==> config.mk <==
export PLATFORM = sky130hd
export DESIGN_NAME = apb4_ps2_rx_ctrl
export DESIGN_NICKNAME = d
export VERILOG_FILES = /design/src/rtl/ps2_pkg.sv /design/src/rtl/ps2_rx_frame.sv /design/src/rtl/apb4_ps2_rx_ctrl.sv
export SDC_FILE = /design/constraint.sdc
export NUM_CORES = 1
export LEC_CHECK = 0
export BUFFER_PORTS_ARGS = -buffer_cell sky130_fd_sc_hd__clkbuf_2
export CELL_PAD_IN_SITES_DETAIL_PLACEMENT = 1
export CELL_PAD_IN_SITES_GLOBAL_PLACEMENT = 1
export CORE_AREA = 2 2 158 98
export DETAILED_ROUTE_END_ITERATION = 10
export DIE_AREA = 0 0 160 100
export MAX_ROUTING_LAYER = met4
export PLACE_DENSITY = 0.73
export REMOVE_ABC_BUFFERS = 1
export SETUP_SLACK_MARGIN = 0.5
export SLEW_MARGIN = 40
export SYNTH_ARGS = -nofsm -noshare
export SYNTH_HDL_FRONTEND = slang
export SYNTH_SLANG_ARGS = --single-unit
==> constraint.sdc <==
create_clock -name hclk -period 2.8 [get_ports hclk]
set_input_delay 0.56 -clock hclk [delete_from_list [all_inputs] [get_ports hclk]]
set_output_delay 0.56 -clock hclk [all_outputs]
set_load 0.01 [all_outputs]
==> src/rtl/ps2_pkg.sv <==
// Shared constants for the APB4 PS/2 receiver: CSR offsets, register bit positions
// and the frame FSM state encoding.
package ps2_pkg;

    localparam logic [7:0] CSR_CTRL = 8'h00;
    localparam logic [7:0] CSR_DATA = 8'h04;
    localparam logic [7:0] CSR_STAT = 8'h08;

    localparam int unsigned CTRL_EN      = 0;
    localparam int unsigned CTRL_RXIE    = 1;
    localparam int unsigned CTRL_ERRIE   = 2;
    localparam int unsigned CTRL_THR_LSB = 8;

    localparam int unsigned STAT_EMPTY   = 0;
    localparam int unsigned STAT_FULL    = 1;
    localparam int unsigned STAT_OVF     = 2;
    localparam int unsigned STAT_PERR    = 3;
    localparam int unsigned STAT_FERR    = 4;
    localparam int unsigned STAT_TOERR   = 5;

    typedef logic [1:0] rx_state_e;
    localparam rx_state_e IDLE   = 2'd0;
    localparam rx_state_e DATA   = 2'd1;
    localparam rx_state_e PARITY = 2'd2;
    localparam rx_state_e STOP   = 2'd3;

endpackage

==> src/rtl/ps2_rx_frame.sv <==
// PS/2 device-to-host frame receiver: input synchronisers, clock glitch filter,
// start/data/parity/stop FSM and inter-edge timeout.
module ps2_rx_frame
    import ps2_pkg::*;
#(
    parameter int unsigned FILTER_LEN = 4,
    parameter int unsigned TIMEOUT    = 50000
) (
    input  logic       clk_i,
    input  logic       rst_i,
    input  logic       en_i,
    input  logic       ps2_clk_i,
    input  logic       ps2_dat_i,
    output logic [7:0] rx_byte_o,
    output logic       rx_push_o,
    output logic       rx_perr_o,
    output logic       rx_ferr_o,
    output logic       rx_toerr_o
);

    localparam int unsigned FW = $clog2(FILTER_LEN + 1);
    localparam int unsigned TW = $clog2(TIMEOUT + 1);

    logic [1:0]    clk_sync_q, dat_sync_q;
    logic          clk_s, dat_s;
    logic          filt_q;
    logic [FW-1:0] flt_cnt_q;
    logic          flt_flip, fall;

    rx_state_e     state_q, state_d;
    logic [2:0]    bit_cnt_q, bit_cnt_d;
    logic [7:0]    shift_q, shift_d;
    logic          par_ok_q, par_ok_d;
    logic [TW-1:0] to_cnt_q, to_cnt_d;

    assign clk_s = clk_sync_q[1];
    assign dat_s = dat_sync_q[1];

    // Filtered clock flips only on the FILTER_LEN-th consecutive differing sample.
    assign flt_flip = (clk_s != filt_q) && (flt_cnt_q == FW'(FILTER_LEN - 1));
    assign fall     = flt_flip & filt_q;

    always_ff @(posedge clk_i) begin
        if (rst_i) begin
            clk_sync_q <= 2'b11;
            dat_sync_q <= 2'b11;
            filt_q     <= 1'b1;
            flt_cnt_q  <= '0;
        end else begin
            clk_sync_q <= {clk_sync_q[0], ps2_clk_i};
            dat_sync_q <= {dat_sync_q[0], ps2_dat_i};
            if (clk_s == filt_q) begin
                flt_cnt_q <= '0;
            end else if (flt_flip) begin
                filt_q    <= clk_s;
                flt_cnt_q <= '0;
            end else begin
                flt_cnt_q <= flt_cnt_q + FW'(1);
            end
        end
    end

    always_comb begin
        state_d    = state_q;
        bit_cnt_d  = bit_cnt_q;
        shift_d    = shift_q;
        par_ok_d   = par_ok_q;
        to_cnt_d   = to_cnt_q;
        rx_push_o  = 1'b0;
        rx_perr_o  = 1'b0;
        rx_ferr_o  = 1'b0;
        rx_toerr_o = 1'b0;
        if (!en_i) begin
            state_d  = IDLE;
            to_cnt_d = '0;
        end else if (fall) begin
            to_cnt_d = '0;
            unique case (state_q)
                IDLE: begin
                    if (!dat_s) begin
                        state_d   = DATA;
                        bit_cnt_d = '0;
                    end
                end
                DATA: begin
                    shift_d   = {dat_s, shift_q[7:1]};
                    bit_cnt_d = bit_cnt_q + 3'd1;
                    if (bit_cnt_q == 3'd7) state_d = PARITY;
                end
                PARITY: begin
                    par_ok_d = ^{shift_q, dat_s};
                    state_d  = STOP;
                end
                STOP: begin
                    if (!dat_s)          rx_ferr_o = 1'b1;
                    else if (!par_ok_q)  rx_perr_o = 1'b1;
                    else                 rx_push_o = 1'b1;
                    state_d = IDLE;
                end
                default: state_d = IDLE;
            endcase
        end else if (state_q != IDLE) begin
            if (to_cnt_q == TW'(TIMEOUT - 1)) begin
                rx_toerr_o = 1'b1;
                state_d    = IDLE;
                to_cnt_d   = '0;
            end else begin
                to_cnt_d = to_cnt_q + TW'(1);
            end
        end
    end

    always_ff @(posedge clk_i) begin
        if (rst_i) begin
            state_q   <= IDLE;
            bit_cnt_q <= '0;
            shift_q   <= '0;
            par_ok_q  <= 1'b0;
            to_cnt_q  <= '0;
        end else begin
            state_q   <= state_d;
            bit_cnt_q <= bit_cnt_d;
            shift_q   <= shift_d;
            par_ok_q  <= par_ok_d;
            to_cnt_q  <= to_cnt_d;
        end
    end

    assign rx_byte_o = shift_q;

endmodule

==> src/rtl/apb4_ps2_rx_ctrl.sv <==
// APB4 PS/2 receiver: frame receiver, byte FIFO, CTRL/DATA/STAT registers with
// sticky W1C error flags and a maskable registered level interrupt.
module apb4_ps2_rx_ctrl
    import ps2_pkg::*;
#(
    parameter int unsigned FIFO_DEPTH = 8,
    parameter int unsigned FILTER_LEN = 4,
    parameter int unsigned TIMEOUT    = 50000,
    parameter int unsigned ADDR_W     = 4
) (
    input  logic              hclk,
    input  logic              hrst,
    input  logic              psel,
    input  logic              penable,
    input  logic              pwrite,
    input  logic [ADDR_W-1:0] paddr,
    input  logic [31:0]       pwdata,
    output logic [31:0]       prdata,
    output logic              pready,
    output logic              pslverr,
    input  logic              ps2_clk_i,
    input  logic              ps2_dat_i,
    output logic              irq_o
);

    localparam int unsigned PW = $clog2(FIFO_DEPTH) + 1;
    localparam int unsigned AW = PW - 1;

    logic          en_q, rxie_q, errie_q;
    logic [7:0]    thr_q;
    logic [7:0]    mem_q [FIFO_DEPTH];
    logic [PW-1:0] wr_ptr_q, rd_ptr_q;
    logic          ovf_q, perr_q, ferr_q, toerr_q;
    logic          irq_q;

    logic [7:0]    rx_byte;
    logic          rx_push, rx_perr, rx_ferr, rx_toerr;

    logic              access;
    logic [ADDR_W-1:0] word_addr;
    logic              sel_ctrl, sel_data, sel_stat;
    logic [PW-1:0]     level, thr_eff;
    logic              empty, full, pop, push_ok, ovf_set, w1c, wr_ctrl;
    logic [7:0]        head;
    logic              unused_bits;

    ps2_rx_frame #(
        .FILTER_LEN (FILTER_LEN),
        .TIMEOUT    (TIMEOUT)
    ) u_frame (
        .clk_i      (hclk),
        .rst_i      (hrst),
        .en_i       (en_q),
        .ps2_clk_i  (ps2_clk_i),
        .ps2_dat_i  (ps2_dat_i),
        .rx_byte_o  (rx_byte),
        .rx_push_o  (rx_push),
        .rx_perr_o  (rx_perr),
        .rx_ferr_o  (rx_ferr),
        .rx_toerr_o (rx_toerr)
    );

    assign access    = psel & penable;
    assign word_addr = {paddr[ADDR_W-1:2], 2'b00};
    assign sel_ctrl  = (word_addr == ADDR_W'(CSR_CTRL));
    assign sel_data  = (word_addr == ADDR_W'(CSR_DATA));
    assign sel_stat  = (word_addr == ADDR_W'(CSR_STAT));

    assign level   = wr_ptr_q - rd_ptr_q;
    assign empty   = (level == '0);
    assign full    = (level == PW'(FIFO_DEPTH));
    assign head    = mem_q[rd_ptr_q[AW-1:0]];
    assign pop     = access & ~pwrite & sel_data & ~empty;
    // A pop in the same cycle frees the slot, so a push into a full FIFO still lands.
    assign push_ok = rx_push & (~full | pop);
    assign ovf_set = rx_push & full & ~pop;
    assign w1c     = access & pwrite & sel_stat;
    assign wr_ctrl = access & pwrite & sel_ctrl;

    assign pready  = 1'b1;
    assign pslverr = access & (~(sel_ctrl | sel_data | sel_stat) | (pwrite & sel_data));

    always_comb begin
        prdata = '0;
        if (access && !pwrite) begin
            if (sel_ctrl) begin
                prdata = {16'b0, thr_q, 5'b0, errie_q, rxie_q, en_q};
            end else if (sel_data) begin
                prdata = empty ? 32'b0 : {23'b0, 1'b1, head};
            end else if (sel_stat) begin
                prdata = {16'(level), 10'b0, toerr_q, ferr_q, perr_q, ovf_q, full, empty};
            end
        end
    end

    always_comb begin
        if (thr_q == 8'd0)                    thr_eff = PW'(1);
        else if (32'(thr_q) >= FIFO_DEPTH)    thr_eff = PW'(FIFO_DEPTH);
        else                                  thr_eff = PW'(thr_q);
    end

    always_ff @(posedge hclk) begin
        if (push_ok) mem_q[wr_ptr_q[AW-1:0]] <= rx_byte;
    end

    always_ff @(posedge hclk) begin
        if (hrst) begin
            en_q     <= 1'b0;
            rxie_q   <= 1'b0;
            errie_q  <= 1'b0;
            thr_q    <= '0;
            wr_ptr_q <= '0;
            rd_ptr_q <= '0;
            ovf_q    <= 1'b0;
            perr_q   <= 1'b0;
            ferr_q   <= 1'b0;
            toerr_q  <= 1'b0;
            irq_q    <= 1'b0;
        end else begin
            if (wr_ctrl) begin
                en_q    <= pwdata[CTRL_EN];
                rxie_q  <= pwdata[CTRL_RXIE];
                errie_q <= pwdata[CTRL_ERRIE];
                thr_q   <= pwdata[CTRL_THR_LSB +: 8];
            end
            if (push_ok) wr_ptr_q <= wr_ptr_q + PW'(1);
            if (pop)     rd_ptr_q <= rd_ptr_q + PW'(1);
            // Set beats clear so an error coinciding with its W1C is not lost.
            ovf_q   <= (ovf_q   & ~(w1c & pwdata[STAT_OVF]))   | ovf_set;
            perr_q  <= (perr_q  & ~(w1c & pwdata[STAT_PERR]))  | rx_perr;
            ferr_q  <= (ferr_q  & ~(w1c & pwdata[STAT_FERR]))  | rx_ferr;
            toerr_q <= (toerr_q & ~(w1c & pwdata[STAT_TOERR])) | rx_toerr;
            irq_q   <= (rxie_q & (level >= thr_eff))
                     | (errie_q & (ovf_q | perr_q | ferr_q | toerr_q));
        end
    end

    assign irq_o = irq_q;

    assign unused_bits = ^{paddr[1:0], pwdata[31:16], pwdata[7:6]};

endmodule
==> PnR_summary.wiki, run 1 <==
{| class="wikitable"
! Metric !! Value
|-
| Worst-Margin Slew || 0.797 ns
|-
| Max stage delay cell, worst path || sky130_fd_sc_hd__fa_2
|-
| Wire length of the first global-routing pass || ~25 mm
|-
| Top library cells by usage in the layout, fill and taps aside || sky130_fd_sc_hd__edfxtp_1 (64), sky130_fd_sc_hd__dfxtp_1 (62), sky130_fd_sc_hd__nor2_1 (60)
|-
| Net Sw Frac || between 20% and 30%
|-
| CTS Root Buffer Type || sky130_fd_sc_hd__clkbuf_16
|-
| Share of final-layout standard cells stronger than drive strength 1 || 33.4%
|-
| Detailed-router iteration count before antenna repair || 4
|-
| Worst endpoint required time || roughly 2.2 ns
|-
| Most used DFF post-synth || sky130_fd_sc_hd__dfxtp_1
|-
| Async SR Flop Fraction || 0%
|-
| Clock buffers created by TritonCTS || 17
|-
| Max Buffers Root-to-Sink || 2
|-
| Total power after layout || roughly 4200 uW
|-
| Vias in the first global route || approximately 4500
|-
| Clock Power Share || between 50% and 60%
|-
| Hold depth || 2
|-
| I/O Buffers || 44
|-
| EDFF count, synth || 64
|-
| Run status || complete, but fails checks
|-
| Overall routing resource usage || 21.8%
|-
| NetSw || ~900 uW
|-
| Fin crit share || 122%
|-
| DRT iter0 DRCs || 248
|-
| Slew Limit Fails || 0
|-
| TritonCTS sink count || 129
|-
| Nature of the critical path startpoint || register
|-
| Global route total overflow || 0
|-
| Average size of a mapped cell || about 12 um2
|-
| Most frequent standard cell in the layout excluding fill and tap cells || sky130_fd_sc_hd__edfxtp_1
|-
| Arrival time at the worst endpoint || 2.86 ns
|-
| Post-layout min period || between 3 and 4 ns
|-
| Source of the worst hold timing path || ps2_dat_i
|-
| Placement-stage cell area || approximately 6500 um2
|-
| Most numerous cell on the critical path || sky130_fd_sc_hd__inv_2
|-
| Sequential share of power || 47.3%
|-
| Number of top-level pins || 78
|-
| Maximum capacitance violations || 0
|-
| Inserted Diodes || 0
|-
| Critical path endpoint category || output pin
|-
| Clock latency at the later pin of the worst-skew pair || ~0.42 ns
|-
| Vias per std cell || between 5 and 6
|-
| Number of remaining DRC errors || 0
|-
| Finished Layout Cells || roughly 820
|-
| Total setup violations reported at the end of the flow || 10
|-
| Fraction of power consumed by combinational cells || ~2.3%
|-
| Static leakage || 0.00272 uW
|-
| Maximum achievable frequency || a little under 300 MHz
|-
| Routability cong. || 0.848
|-
| Post-synthesis sequential area ratio || between 50% and 60%
|-
| Largest net degree at the start of global routing || 45
|-
| Number of placed instances, taps included || between 700 and 800
|-
| Design internal power || roughly 3300 uW
|-
| Highest fanout seen on the critical path || 3
|-
| Logic depth of the worst register-to-register path || 12
|-
| Violated checks || setup timing
|-
| List of cells traversed by the critical path || inv_2 -> ha_4 -> inv_2 -> fa_2 -> or2b_1 -> or2_4 -> a21oi_4 -> mux2i_2 -> o32ai_2 -> buf_2
|-
| Setup repair after global routing missed its margin || yes
|-
| CTS clk-pin slew, worst paths || 0.06 ns
|-
| Final standard cell area without fillers || ~7700 um2
|-
| Cell Area, Synth || ~6000 um2
|-
| Setup total negative slack || -4.29 ns
|-
| Worst hold path endpoint || u_frame.dat_sync_q[0]
|-
| Syn. warnings || 0
|-
| Largest stage delay, worst path || approximately 0.43 ns
|-
| Area overhead of the layout relative to synthesis || 27.7%
|-
| Rows || 35
|-
| Number of H-tree levels || 4
|-
| Post-synth cell types || roughly 70
|-
| Number of storage elements in the synthesis netlist || between 100 and 150
|-
| Worst voltage drop across the vdd grid || around 0.35 mV
|-
| Nets || about 660
|-
| Number of filler cells placed in the layout || between 1500 and 2000
|-
| Post-Syn Instances || 510
|-
| Crit Reg-Reg Startpoint || wr_ptr_q[0]
|-
| Core area || 14800 um2
|-
| Initial Utilization || about two fifths
|-
| Final worst setup slack || -0.618 ns
|-
| Number of failing hold endpoints at the final stage || 0
|-
| Number of antenna violations at the first check in global routing || 0
|-
| Max Clock Skew || between 0.01 and 0.015 ns
|-
| Worst setup path category || register to output pin
|-
| Routed Wire Length || 17.1 mm
|-
| Areal power density over the cells || 545 nW/um2
|-
| Reg2Reg Setup Slack || 0 ns
|-
| Worst setup timing slack at the placement stage || -0.0598 ns
|-
| Vias post-DR || around 4400
|-
| Overall die height || ~100 um
|-
| Type of the most critical hold path || input port to register
|-
| Clock tree from TritonCTS || done
|-
| Die extent in x || between 150 and 200 um
|-
| DP Wirelength || around 10 mm
|-
| Remaining max-slew budget at the tightest pin || about 46%
|-
| Die area || approximately 16000 um2
|-
| Endpoint of the lowest-slack register-to-register path || mem_q[2][4]
|-
| WL per Instance || roughly 21 um
|-
| DRT antenna net count || 0
|}
-- power groups by stage --
stage	registers (uW)	logic, uW	clock network [uW]
detailed placement	2010	81.7	0
floorplan	2010	39.8	0
global placement	2010	78.8	0
global route	1970	102	2210
finish	1970	94.6	2100
CTS	1970	84.6	2100
-- flip-flops by register name, indices dropped and copies added, names as in the netlist, named ones only --
name	cells
mem_q	64
u_frame.rx_byte_o	8
rxie_q	1
perr_q	1
en_q	1
rd_ptr_q	4
ferr_q	1
errie_q	1
ovf_q	1
irq_o	1
u_frame.clk_sync_q	2
toerr_q	1
thr_q	8
u_frame.state_q	2
u_frame.par_ok_q	1
u_frame.filt_q	1
u_frame.dat_sync_q	2
u_frame.bit_cnt_q	3
wr_ptr_q	4
u_frame.flt_cnt_q	3
u_frame.to_cnt_q	16
-- synth_stat cells, types with 3 or more instances --
cell type / n / area, um2
sky130_fd_sc_hd__nand4_1: 3 / 18.8
sky130_fd_sc_hd__buf_2: 6 / 30.0
sky130_fd_sc_hd__and2_1: 11 / 68.8
sky130_fd_sc_hd__buf_6: 3 / 33.8
sky130_fd_sc_hd__ha_1: 18 / 225
sky130_fd_sc_hd__mux2i_1: 22 / 220
sky130_fd_sc_hd__a21oi_1: 21 / 105
sky130_fd_sc_hd__or2_2: 6 / 37.5
sky130_fd_sc_hd__nand3_1: 13 / 65.1
sky130_fd_sc_hd__clkbuf_1: 9 / 33.8
sky130_fd_sc_hd__and3_1: 4 / 25.0
sky130_fd_sc_hd__nand4b_1: 4 / 35.0
sky130_fd_sc_hd__o31ai_1: 3 / 22.5
sky130_fd_sc_hd__nand2b_1: 6 / 37.5
sky130_fd_sc_hd__o21ai_0: 7 / 35.0
sky130_fd_sc_hd__buf_4: 13 / 97.6
sky130_fd_sc_hd__mux4_2: 16 / 360
sky130_fd_sc_hd__dfxtp_1: 65 / 1300
sky130_fd_sc_hd__inv_1: 9 / 33.8
sky130_fd_sc_hd__xor2_1: 11 / 96.3
sky130_fd_sc_hd__nor2b_1: 5 / 31.3
sky130_fd_sc_hd__xnor2_1: 15 / 131
sky130_fd_sc_hd__edfxtp_1: 64 / 1920
sky130_fd_sc_hd__nand3b_1: 3 / 22.5
sky130_fd_sc_hd__nor4_1: 3 / 18.8
sky130_fd_sc_hd__nor3_1: 12 / 60.1
sky130_fd_sc_hd__or3_1: 3 / 18.8
sky130_fd_sc_hd__nand2_1: 44 / 165
sky130_fd_sc_hd__nor2_1: 63 / 236
-- worst max-delay path: cells and delay by family (launching register included) --
| family | cells | cell delay (ns) |
|---|---|---|
| adder cells (fa/ha/maj) | 2 | 0.59 |
| AND/OR/NAND/NOR | 2 | 0.54 |
| AO/OA/AOI/OAI | 2 | 0.52 |
| flip-flops | 1 | 0.36 |
| buffers and inverters | 3 | 0.31 |
| multiplexers | 1 | 0.12 |
-- stage by stage --
step	utilization (%)	hold WS, ns
2_1_floorplan	-	0.389
3_5_place_dp	44.2	0.401
3_3_place_gp	44.2	0.392
4_1_cts	50.3	0.324
6_report	51.7	0.325
5_1_grt	51.7	0.323
-- final cells by class --
| class | count | area [um2] | share of cell area (%) |
|---|---|---|---|
| repair buffers | 95 | 727 | 9.49 |
| clock buffers | 26 | 490 | 6.41 |
| well taps | 203 | 254 | 3.32 |
| clock inverters | 6 | 57.6 | 0.752 |
| flip-flops and latches | 129 | 3230 | 42.1 |
| multi-input cells | 349 | 2870 | 37.5 |
| inverters | 9 | 33.8 | 0.441 |
-- metal layers --
layer	up-vias	wire length, um	track usage (%)
met3	36	763	4.46
met4	0	387	6.72
li1	1994	-	-
met2	125	8320	34.7
met1	2246	7670	28.4
met5	-	0	-
-- logic make-up after synthesis --
family	share of synthesized area, %
buffers and inverters	4.20
xor gates and xnor gates	4.45
and+or+nand+nor	16.5
other	0.125
adders and majority gates	4.09
muxes	10.1
DFF	53.8
AOI/OAI and AO/OA	6.85
-- worst max path at each step --
stage | from | to | slack [ns] | depth (start not counted)
finish | wr_ptr_q[0] | prdata[0] | -0.62 | 10
global route | wr_ptr_q[0] | prdata[0] | -0.66 | 10
CTS | wr_ptr_q[0] | prdata[8] | -0.41 | 10
detailed placement | wr_ptr_q[0] | prdata[0] | -0.06 | 10
global placement | wr_ptr_q[0] | prdata[0] | -0.04 | 10
floorplan | wr_ptr_q[0] | prdata[0] | -0.14 | 9
-- what timing repair did --
action                                  in CTS  in global routing
cloned                                       1                  0
pin swaps                                   17                 14
endpoints found under the setup margin      88                 88
resized for setup                           65                 42
buffers inserted                            11                  8
hold buffers                                 0                  0
Power figures use the tool's default switching activity.
==> run 2, diff against run 1 <==
--- a/config.mk
+++ b/config.mk
@@ -19,3 +19,4 @@
 export SYNTH_ARGS = -nofsm -noshare
 export SYNTH_HDL_FRONTEND = slang
 export SYNTH_SLANG_ARGS = --single-unit
+export TNS_END_PERCENT = 10
==> run 2 against run 1 <==
Effect of this change:
- the flow still finishes with violations (setup timing)
- first-iteration DRC count fell by 11%
- critical endpoint is now prdata[7]
- largest cell class unchanged
- sequential power about the same
- routed wire length down 6.2%
- critical path type unchanged
- combinational power decreased by 2.3%
- maximum frequency up 6.0%
==> PnR_summary.wiki, run 2 (synthesis results as in run 1) <==
{| class="wikitable"
! Metric !! Value
|-
| Wire length of the first global-routing pass || between 20 and 30 mm
|-
| Violated checks || setup timing
|-
| Number of H-tree levels || 4
|-
| Critical path endpoint category || output pin
|-
| Max Buffers Root-to-Sink || 2
|-
| Vias in the first global route || ~4500
|-
| Clock latency at the later pin of the worst-skew pair || approximately 0.42 ns
|-
| Nature of the critical path startpoint || register
|-
| Post-layout min period || around 3.2 ns
|-
| Fraction of power consumed by combinational cells || about 2.2%
|-
| Final worst setup slack || -0.423 ns
|-
| Arrival time at the worst endpoint || between 2 and 3 ns
|-
| CTS clk-pin slew, worst paths || roughly 0.050 ns
|-
| Maximum capacitance violations || 0
|-
| CTS Root Buffer Type || sky130_fd_sc_hd__clkbuf_16
|-
| Highest fanout seen on the critical path || 4
|-
| Detailed-router iteration count before antenna repair || 4
|-
| Type of the most critical hold path || input port to register
|-
| Areal power density over the cells || 554 nW/um2
|-
| Remaining max-slew budget at the tightest pin || around 62%
|-
| Total setup violations reported at the end of the flow || 10
|-
| Fin crit share || 115%
|-
| Worst setup path category || register to output pin
|-
| Maximum achievable frequency || 310 MHz
|-
| Most frequent standard cell in the layout excluding fill and tap cells || sky130_fd_sc_hd__edfxtp_1
|-
| Global route total overflow || 0
|-
| Design internal power || between 3000 and 4000 uW
|-
| Max stage delay cell, worst path || sky130_fd_sc_hd__fa_1
|-
| Largest net degree at the start of global routing || 45
|-
| Net Sw Frac || about a fifth
|-
| Clock Power Share || roughly half
|-
| Run status || complete, but fails checks
|-
| Vias post-DR || 4228
|-
| DRT iter0 DRCs || 220
|-
| Number of failing hold endpoints at the final stage || 0
|-
| Rows || 35
|-
| Max Clock Skew || ~0.012 ns
|-
| List of cells traversed by the critical path || inv_2 -> ha_4 -> inv_2 -> fa_1 -> or2b_1 -> or2_4 -> o31ai_4 -> buf_6 -> nor2_1 -> clkbuf_2
|-
| Number of filler cells placed in the layout || 1594
|-
| I/O Buffers || 44
|-
| Number of top-level pins || 78
|-
| Slew Limit Fails || 0
|-
| Final standard cell area without fillers || 7500 um2
|-
| Overall die height || approximately 100 um
|-
| Share of final-layout standard cells stronger than drive strength 1 || a little under a third
|-
| Initial Utilization || approximately 40%
|-
| Largest register FFs || 64
|-
| Routability cong. || 0.848
|-
| Top library cells by usage in the layout, fill and taps aside || sky130_fd_sc_hd__edfxtp_1 (64), sky130_fd_sc_hd__dfxtp_1 (63), sky130_fd_sc_hd__nor2_1 (58)
|-
| Nets || 650
|-
| Die area || about 16000 um2
|-
| DP Wirelength || 10.1 mm
|-
| Total power after layout || around 4200 uW
|-
| Worst endpoint required time || around 2.2 ns
|-
| WL per Instance || about 20 um
|-
| Final Core Density || between 50 and 60%
|-
| DRT antenna net count || 0
|-
| Routed Wire Length || between 15 and 20 mm
|-
| Static leakage || about 0.0026 uW
|-
| NetSw || about 860 uW
|-
| Setup total negative slack || -3.38 ns
|-
| Most numerous cell on the critical path || sky130_fd_sc_hd__inv_2
|-
| Setup repair after global routing missed its margin || yes
|-
| Clock buffers created by TritonCTS || 17
|-
| Area overhead of the layout relative to synthesis || 25.1%
|-
| Vias per std cell || about 5.3
|-
| Worst voltage drop across the vdd grid || around 0.35 mV
|-
| Inserted Diodes || 0
|-
| Number of buffers inserted by hold repair at cts || 0
|-
| Core area || 14800 um2
|-
| Die extent in x || about 160 um
|-
| Worst-Margin Slew || ~0.56 ns
|-
| Overall routing resource usage || a little over a fifth
|-
| Number of antenna violations at the first check in global routing || 0
|-
| Placement-stage cell area || roughly 6500 um2
|-
| Largest stage delay, worst path || around 0.45 ns
|-
| Clock tree from TritonCTS || done
|-
| Number of remaining DRC errors || 0
|-
| TritonCTS sink count || ~130
|-
| Sequential share of power || between 40% and 50%
|}
==> run 2: final cells by class <==
type / instances / area (um2) / share of cell area [%]
Clock buffer: 26 / 490 / 6.54
Inverter: 9 / 33.8 / 0.450
Sequential cell: 129 / 3230 / 43.0
Multi-Input combinational cell: 349 / 2860 / 38.1
Tap cell: 203 / 254 / 3.39
Timing Repair Buffer: 82 / 579 / 7.72
Clock inverter: 6 / 57.6 / 0.767
==> run 2: repair_timing <==
item,in CTS,in global routing
endpoints found under the setup margin,88,88
resized for setup,57,27
pin swaps,21,19
setup buffers,5,2
==> run 2: power groups by stage <==
stage / Sequential [uW] / Combinational (uW) / Clock [uW]
finish: 1970 / 92.4 / 2090
detailed placement: 2010 / 81.7 / 0
global route: 1970 / 99.8 / 2210
floorplan: 2010 / 39.8 / 0
global placement: 2010 / 78.8 / 0
CTS: 1970 / 83.5 / 2100
==> run 2: worst paths after layout <==
check	from	endpoint	slack (ns)	cells past startpoint
max reg2reg	wr_ptr_q[0]	mem_q[6][2]	0.02	12
max	wr_ptr_q[0]	prdata[7]	-0.42	10
min	ps2_dat_i	u_frame.dat_sync_q[0]	0.33	2
min reg2reg	u_frame.dat_sync_q[0]	u_frame.dat_sync_q[1]	0.41	1
==> run 2: critical path, delay by kind of cell, from the launching register on <==
| kind | cells | cell delay, ns |
|---|---|---|
| and+or+nand+nor | 3 | 0.61 |
| adders and majority gates | 2 | 0.58 |
| buffers and inverters | 4 | 0.42 |
| DFF | 1 | 0.33 |
| AOI/OAI and AO/OA | 1 | 0.31 |
==> run 2: layer usage <==
metal	track usage, %	up-vias	share of wire, %
li1	-	1968	-
met1	27.2	2167	46
met2	34.6	71	49
met3	4.75	22	3.3
met4	6.93	0	1.8
met5	-	-	0
==> run 2: through the flow <==
stage	cells	hold slack, ns	setup WS (ns)
6_report	804	0.329	-0.423
5_1_grt	804	0.324	-0.480
4_1_cts	802	0.324	-0.416
3_5_place_dp	765	0.401	-0.0598
3_3_place_gp	765	0.392	-0.0362
2_1_floorplan	487	0.389	-0.143
